--- src/rtl/sha256_compress.sv ---
// SHA-256 compression core: 64 rounds over a..h fed one schedule word per cycle,
// then the working variables are folded into the chaining hash H0..H7.
module sha256_compress (
    input  logic         clk,
    input  logic         rst,
    input  logic         start,
    input  logic         first_block,
    input  logic         w_valid,
    input  logic [31:0]  w_in,
    output logic         busy,
    output logic         done,
    output logic [6:0]   round_out,
    output logic [255:0] digest
);

    // state | meaning
    // IDLE  | waiting for start; hash holds the last digest
    // ROUND | one round per valid schedule word, stalls while w_valid=0
    // FINAL | fold a..h into hash, raise done on the following cycle
    typedef enum logic [1:0] {
        IDLE  = 2'd0,
        ROUND = 2'd1,
        FINAL = 2'd2
    } state_t;

    localparam logic [31:0] IV [8] = '{
        32'h6a09e667, 32'hbb67ae85, 32'h3c6ef372, 32'ha54ff53a,
        32'h510e527f, 32'h9b05688c, 32'h1f83d9ab, 32'h5be0cd19
    };

    localparam logic [31:0] K [64] = '{
        32'h428a2f98, 32'h71374491, 32'hb5c0fbcf, 32'he9b5dba5,
        32'h3956c25b, 32'h59f111f1, 32'h923f82a4, 32'hab1c5ed5,
        32'hd807aa98, 32'h12835b01, 32'h243185be, 32'h550c7dc3,
        32'h72be5d74, 32'h80deb1fe, 32'h9bdc06a7, 32'hc19bf174,
        32'he49b69c1, 32'hefbe4786, 32'h0fc19dc6, 32'h240ca1cc,
        32'h2de92c6f, 32'h4a7484aa, 32'h5cb0a9dc, 32'h76f988da,
        32'h983e5152, 32'ha831c66d, 32'hb00327c8, 32'hbf597fc7,
        32'hc6e00bf3, 32'hd5a79147, 32'h06ca6351, 32'h14292967,
        32'h27b70a85, 32'h2e1b2138, 32'h4d2c6dfc, 32'h53380d13,
        32'h650a7354, 32'h766a0abb, 32'h81c2c92e, 32'h92722c85,
        32'ha2bfe8a1, 32'ha81a664b, 32'hc24b8b70, 32'hc76c51a3,
        32'hd192e819, 32'hd6990624, 32'hf40e3585, 32'h106aa070,
        32'h19a4c116, 32'h1e376c08, 32'h2748774c, 32'h34b0bcb5,
        32'h391c0cb3, 32'h4ed8aa4a, 32'h5b9cca4f, 32'h682e6ff3,
        32'h748f82ee, 32'h78a5636f, 32'h84c87814, 32'h8cc70208,
        32'h90befffa, 32'ha4506ceb, 32'hbef9a3f7, 32'hc67178f2
    };

    function automatic logic [31:0] rotr(input logic [31:0] x, input int n);
        return (x >> n) | (x << (32 - n));
    endfunction

    state_t      state;
    state_t      state_nxt;
    logic        done_q;
    logic [6:0]  round;
    logic [31:0] a, b, c, d, e, f, g, h;
    logic [31:0] hash [8];

    logic [31:0] sum0, sum1, ch, maj, k_cur, t1, t2;

    always_comb begin
        sum0  = rotr(a, 2) ^ rotr(a, 13) ^ rotr(a, 22);
        sum1  = rotr(e, 6) ^ rotr(e, 11) ^ rotr(e, 25);
        ch    = (e & f) ^ (~e & g);
        maj   = (a & b) ^ (a & c) ^ (b & c);
        k_cur = K[round[5:0]];
        t1    = h + sum1 + ch + k_cur + w_in;
        t2    = sum0 + maj;
    end

    always_ff @(posedge clk) begin
        if (rst) begin
            state <= IDLE;
        end else begin
            state <= state_nxt;
        end
    end

    always_comb begin
        state_nxt = state;
        case (state)
            IDLE:    if (start) state_nxt = ROUND;
            ROUND:   if (w_valid && (round == 7'd63)) state_nxt = FINAL;
            FINAL:   state_nxt = IDLE;
            default: state_nxt = IDLE;
        endcase
    end

    always_ff @(posedge clk) begin
        if (rst) begin
            done_q <= 1'b0;
            round  <= 7'd0;
            a <= '0; b <= '0; c <= '0; d <= '0;
            e <= '0; f <= '0; g <= '0; h <= '0;
            for (int i = 0; i < 8; i++) hash[i] <= IV[i];
        end else begin
            done_q <= 1'b0;
            case (state)
                IDLE: begin
                    if (start) begin
                        round <= 7'd0;
                        if (first_block) begin
                            for (int i = 0; i < 8; i++) hash[i] <= IV[i];
                            a <= IV[0]; b <= IV[1]; c <= IV[2]; d <= IV[3];
                            e <= IV[4]; f <= IV[5]; g <= IV[6]; h <= IV[7];
                        end else begin
                            a <= hash[0]; b <= hash[1]; c <= hash[2]; d <= hash[3];
                            e <= hash[4]; f <= hash[5]; g <= hash[6]; h <= hash[7];
                        end
                    end
                end
                ROUND: begin
                    if (w_valid) begin
                        round <= round + 7'd1;
                        h <= g;
                        g <= f;
                        f <= e;
                        e <= d + t1;
                        d <= c;
                        c <= b;
                        b <= a;
                        a <= t1 + t2;
                    end
                end
                FINAL: begin
                    hash[0] <= hash[0] + a;
                    hash[1] <= hash[1] + b;
                    hash[2] <= hash[2] + c;
                    hash[3] <= hash[3] + d;
                    hash[4] <= hash[4] + e;
                    hash[5] <= hash[5] + f;
                    hash[6] <= hash[6] + g;
                    hash[7] <= hash[7] + h;
                    done_q  <= 1'b1;
                end
                default: ;
            endcase
        end
    end

    // done is registered, so it rises in the first IDLE cycle together with busy falling
    always_comb begin
        busy      = (state != IDLE);
        done      = done_q;
        round_out = round;
    end

    assign digest = {hash[0], hash[1], hash[2], hash[3],
                     hash[4], hash[5], hash[6], hash[7]};

endmodule

--- config.mk ---
export PLATFORM = sky130hd
export DESIGN_NAME = sha256_compress
export DESIGN_NICKNAME = d
export VERILOG_FILES = /design/src/rtl/sha256_compress.sv
export SDC_FILE = /design/constraint.sdc
export NUM_CORES = 2
export LEC_CHECK = 0
export ABC_AREA = 1
export BUFFER_PORTS_ARGS = -buffer_cell sky130_fd_sc_hd__buf_2
export CAP_MARGIN = 10
export CORE_ASPECT_RATIO = 2
export CORE_MARGIN = 2
export CORE_UTILIZATION = 55
export CTS_CLUSTER_DIAMETER = 100
export DETAILED_ROUTE_END_ITERATION = 7
export PLACE_DENSITY_LB_ADDON = 0.05
export SETUP_SLACK_MARGIN = 0.1
export SYNTH_ARGS = -nofsm -noshare
export SYNTH_HDL_FRONTEND = slang
export SYNTH_SLANG_ARGS = --single-unit
--- constraint.sdc ---
create_clock -name clk -period 8.85 [get_ports clk]
set_input_delay 0 -clock clk [delete_from_list [all_inputs] [get_ports clk]]
set_output_delay 0 -clock clk [all_outputs]
set_load 0.02 [all_outputs]
## Word-level counts from Yosys, hierarchy flattened

Memories as Yosys holds them, arrays and structs flattened.
Cells that the tools add are included.

- Add/sub/neg operators: 16
- Order comparisons: 1
- Eq/ne operators: 6
- Multiplexer cells: 66
- Bitwise logic cells: 36
- Reduce and logical (&&, ||, !) cells: 6

Operator list:

| kind | number |
|---|---|
| 32-bit two-way mux | 42 |
| 32-bit one-hot mux with 2 select lines | 8 |
| 32-bit adder | 15 |
| 32-bit XOR | 7 |
| 32-bit bitwise AND | 5 |
| 32-bit NOT | 1 |
| 10-bit by 32-bit OR with 32-bit output | 1 |
| 19-bit by 32-bit OR with 32-bit output | 1 |
| 21-bit by 32-bit OR with 32-bit output | 1 |
| 26-bit by 32-bit OR with 32-bit output | 1 |
| 30-bit by 32-bit OR with 32-bit output | 1 |
| 7-bit by 32-bit OR with 32-bit output | 1 |
| 1-bit OR | 16 |
| 7-bit two-way mux | 2 |
| 7-bit one-hot mux with 2 select lines | 1 |
| 1-bit two-way mux | 10 |
| 7-bit by 1-bit adder with 7-bit output (second input constant) | 1 |
| 7-bit by 6-bit equality test with 1-bit output (second input constant) | 1 |
| 7-bit greater-or-equal comparator (second input constant) | 1 |
| 6-bit NOT with 7-bit output | 1 |
| 2-bit != test (second input constant) | 3 |
| 2-bit two-way mux | 2 |
| 2-bit one-hot mux with 2 select lines | 1 |
| 2-bit nonzero test | 2 |
| other kinds (6) | 6 |

- Flip-flop bits (word level): 266
- Bits in writable memories: 256
- ROM bits: 2048
- Output and inout port bits: 265
- Logic and storage cells: 144
- Memories: 2

Memory list:

| memory | words | width | rd ports | clocked after Yosys merged registers in | wr ports | line | text |
|---|---|---|---|---|---|---|---|
| (no name shown) | 64 | 32 | 1 | 0 | 0 | 68 | `k_cur = K[round[5:0]];` |
| hash | 8 | 32 | 8 | 0 | 8 | 59 | `logic [31:0] hash [8];` |

## Longest topological paths before layout

- Depth after elaboration: 10
- Mapped depth: 42
- Depth with buffers taken out: 41

## Worst setup path before layout

Ideal clock, no wire load.

- Kind: reg2reg
- From: reg round[0], in the netlist round_out[0]
- To: reg a[27]
- Setup time: 0.070 ns
- Data arrival time: 6.179 ns
- Data required time: 8.780 ns
- Slack: 2.602 ns
- Stages on the path, launching flop included: 42
- Clock period less this slack: 6.248 ns
- Cells stage by stage: dfxtp_1 clkbuf_1 inv_1 ha_1 inv_1 nor2_1 nor2_1 o21ai_0 o211ai_1 nand2_1 inv_1 fa_1 inv_1 ha_1 inv_1 fa_1 nand3b_1 nand2_1 (+6 left out) xor2_1 inv_1 fa_1 inv_1 ha_1 nand2_1 inv_1 nand2_1 inv_1 a21oi_1 nand3_1 nand2_1 nand2_1 nand2_1 nand2_1 a21oi_1 o21ai_0 a21oi_1

- Longest elaborated chain between the ends: 9

RTL lines:

| what | line | text |
|---|---|---|
| start, declared | 57 | `logic [6:0] round;` |
| start signal, assigned | 116 | `round <= round + 7'd1;` |
| 6-bit NOT with 7-bit output (not written as such) | 68 |  |
| memory 64 x 32 bit | n/a |  |
| 32-bit two-way mux (not written as such) (2 in a row) | 68 |  |
| 32-bit adder (2 in a row) | 69 | `t1 = h + sum1 + ch + k_cur + w_in;` |
| 32-bit adder | 124 | `a <= t1 + t2;` |
| 32-bit two-way mux | 115 | `if (w_valid) begin` |
| 32-bit one-hot mux with 2 select lines | 100 | `case (state)` |
| end signal, assigned | 106 | `a <= IV[0]; b <= IV[1]; c <= IV[2]; d <= IV[3];` |
| end signal, assigned | 109 | `a <= hash[0]; b <= hash[1]; c <= hash[2]; d <= hash[3];` |
| end signal, assigned | 124 |  |
| end, declared | 58 | `logic [31:0] a, b, c, d, e, f, g, h;` |

No other way between the ends. The select of a mux whose other input is x is not followed.
A chain may end at the register's enable or synchronous reset.

## Worst setup path in the final report

- From: reg round[0], in the netlist round_out[0]
- To: reg a[29]

Same word-level chain as after synthesis.

==> impl_metrics.ini <==
[global_routing]
grt_pass1_wl_mm = 341.3
grt_pass1_vias = 50610
grt-ovfl-total = 0
track_usage_pct = 54.32
grt_max_degree = 247
antenna_found_initial = 20

[critical_path]
end_kind = flip-flop
cp.arrival_ns = 8.70
worstSetupStartpointType = flip-flop
reg2reg_depth = 29
path_max_fanout = 12
r2r-end = a[29]$_SDFFE_PP0P_
required_ns = 9.45
reg2reg_from = round_out[0]$_SDFFE_PP0P_
rrSetupSlack_ns = 0.75
crit_path_top_delay_cell = o32ai_1
crit_type = flip-flop to flip-flop
slowest_delay_ns = 0.62

[outcome]
status = completed

[sta]
finClkSkew_ns = 0.02093
finalWorstSetupSlack_ns = 0.7481
clock.fmax_ghz = 0.1234
rsz0062_at_grt = false
finalMaxSlewViolations = 0
setup_viol = 0
worstMarginPinSlew_ns = 1.305
relSlewSlack_pct = 12.07
fin_tns_setup_ns = 0
hold_violations = 0
period_share_pct = 91.55
period_minus_slack_ns = 8.102

[synthesis]
avgSynthCellArea_um2 = 7.419
synthArstFlopShare_pct = 0
ys_warn_count = 0
yosys.area.top_type_share_pct = 14.57
yosys-top-cells-area = edfxtp_1, dfxtp_1, ha_1
synth_edf_count = 224
yosysSeqAreaShare_pct = 27.50
synth_area_um2 = 46150
synth-main-ff-cell = dfxtp_1
synth_cell_types = 72
synth_fp_nets = 6759
ys_seq_elements = 522
yosysTopAreaCell = edfxtp_1
synthCells = 6221

[layout]
stdcell_count = 7536
layout_common_cells = nand2_1, a21oi_1, inv_1
drive_gt1_share_pct = 10.39
layout_commonest_cell = nand2_1
fillers = 7822
finalCoreUtilization_pct = 60.76
layout.nets = 6954
area_growth_pct = 9.705

[detailed_routing]
dr.first_iter.drc_count = 6121
drt_wl_total_mm = 233.1
drc = 0
ant_nets = 0
via_per_inst = 6.740
num_vias = 50800
drt_pre_antenna_iters = 7
wl_per_cell_um = 30.92

[clock_tree]
cts_hold_buf = 4
cts_sinks = 522
cts_resized = 0
insertion_delay_ns = 0.68
cts_setup_buffers = 0
cts_tree = yes
cts.htree.levels = 2
clk_path_buf_depth = 3
cts_made_buffers = 52
path_clk_slew_ns = 0.07
cts_root_buffer = clkbuf_16

[die]
fp.dieW_um = 208.8
core_um2 = 83330
io_pins = 302
initial_core_util_pct = 55.39
fp-row-count = 150
die_h_um = 413.7
fp.dieArea_um2 = 86390

[placed_design]
io_buffers = 301
place.gp.congestion = 1.150
hpwlAfterDp_mm = 177.8
post-place-ws_ns = 1.241
post-place-cells = 7421

[worst_hold_path]
min_from = first_block
worstHoldPathCells = 3
hold_path.class = input port to flip-flop
hold_end = a[15]$_SDFFE_PP0P_

[job]
drv_cap = 0
metal layers:
layer / routed length (um) / global-route usage (%) / up-vias
li1: - / - / 21900
met1: 64590 / 47.16 / 23280
met2: 106000 / 87.24 / 3718
met3: 24460 / 21.16 / 1890
met4: 37920 / 67.72 / 12
met5: 82 / 0.1696 / -
state kept, by name, summed over array words and instances (netlist names):
signal     count
a             32
b             32
c             32
d             32
done           1
e             32
f             32
g             32
h             32
hash         256
round_out      7
state          2
synthesized netlist by cell type (11+ instances only):
| master | number |
|---|---|
| edfxtp_1 | 224 |
| o21ai_1 | 22 |
| nand2_1 | 1003 |
| nand3_1 | 204 |
| xor2_1 | 128 |
| a211oi_1 | 12 |
| fa_1 | 133 |
| a31oi_1 | 77 |
| o221ai_1 | 14 |
| o21a_1 | 29 |
| or2_1 | 16 |
| inv_1 | 773 |
| buf_1 | 15 |
| o22ai_1 | 120 |
| nor2_1 | 334 |
| nand3b_1 | 14 |
| mux2_2 | 27 |
| o21ai_2 | 16 |
| nand4_1 | 56 |
| o211ai_1 | 22 |
| a21oi_2 | 17 |
| clkbuf_1 | 213 |
| o31ai_1 | 17 |
| dfxtp_1 | 298 |
| buf_2 | 39 |
| a21o_1 | 67 |
| xnor2_1 | 127 |
| or2_2 | 41 |
| nor4_1 | 18 |
| ha_1 | 368 |
| o21bai_1 | 35 |
| a21oi_1 | 816 |
| a22oi_1 | 91 |
| o21ai_0 | 597 |
| a221oi_1 | 26 |
| a21boi_0 | 11 |
| maj3_1 | 21 |
| nor3_1 | 68 |
how the worst max path moves through the flow:
stage | start | to | slack, ns
2_1_floorplan | round_out[0]$_SDFFE_PP0P_ | a[27]$_SDFFE_PP0P_ | 2.60
3_3_place_gp | round_out[0]$_SDFFE_PP0P_ | a[29]$_SDFFE_PP0P_ | 1.28
3_5_place_dp | round_out[0]$_SDFFE_PP0P_ | a[29]$_SDFFE_PP0P_ | 1.24
4_1_cts | round_out[0]$_SDFFE_PP0P_ | a[29]$_SDFFE_PP0P_ | 1.21
5_1_grt | round_out[0]$_SDFFE_PP0P_ | a[29]$_SDFFE_PP0P_ | 0.34
6_report | round_out[0]$_SDFFE_PP0P_ | a[29]$_SDFFE_PP0P_ | 0.75
final cells by class:
cell class	instances	area, um2	area share (%)
well taps	1064	1331	2.629
repair buffers	413	2380	4.700
multi-input cells	4646	29510	58.28
clock buffers	69	1510	2.983
clock inverters	29	235.2	0.4646
diodes	12	30.03	0.05931
flip-flops and latches	522	12690	25.07
inverters	781	2947	5.819
worst max-delay path, delay by kind of cell (launching register included):
kind,cells,cell delay (ns)
AO/OA/AOI/OAI,10,2.41
adder cells (fa/ha/maj),5,2.23
AND/OR/NAND/NOR,8,1.39
buffers and inverters,5,0.91
flip-flops,1,0.60
XOR/XNOR,1,0.46
cell families (layout without fill, tap and decap cells):
group / after synthesis / after routing / share of synthesized area, %
buffers and inverters: 1053 / 1292 / 8.710
other: 0 / 12 / 0
multiplexers: 29 / 29 / 0.7021
AO/OA/AOI/OAI: 2029 / 2029 / 25.04
flip-flops: 522 / 522 / 27.50
adder cells (fa/ha/maj): 522 / 522 / 16.20
XOR/XNOR: 257 / 257 / 4.909
AND/OR/NAND/NOR: 1809 / 1809 / 16.94
per-stage QoR:
step	hold WS, ns	instance area (um2)
2_1_floorplan	0.1737	46150
3_3_place_gp	0.3054	48790
3_5_place_dp	0.3065	48790
4_1_cts	0.08042	50580
5_1_grt	0.1523	50610
6_report	0.1271	50630
Power is left out: the tool's default activity adds up to more than one toggle a clock period on the data nets, which glitch-free logic cannot reach.
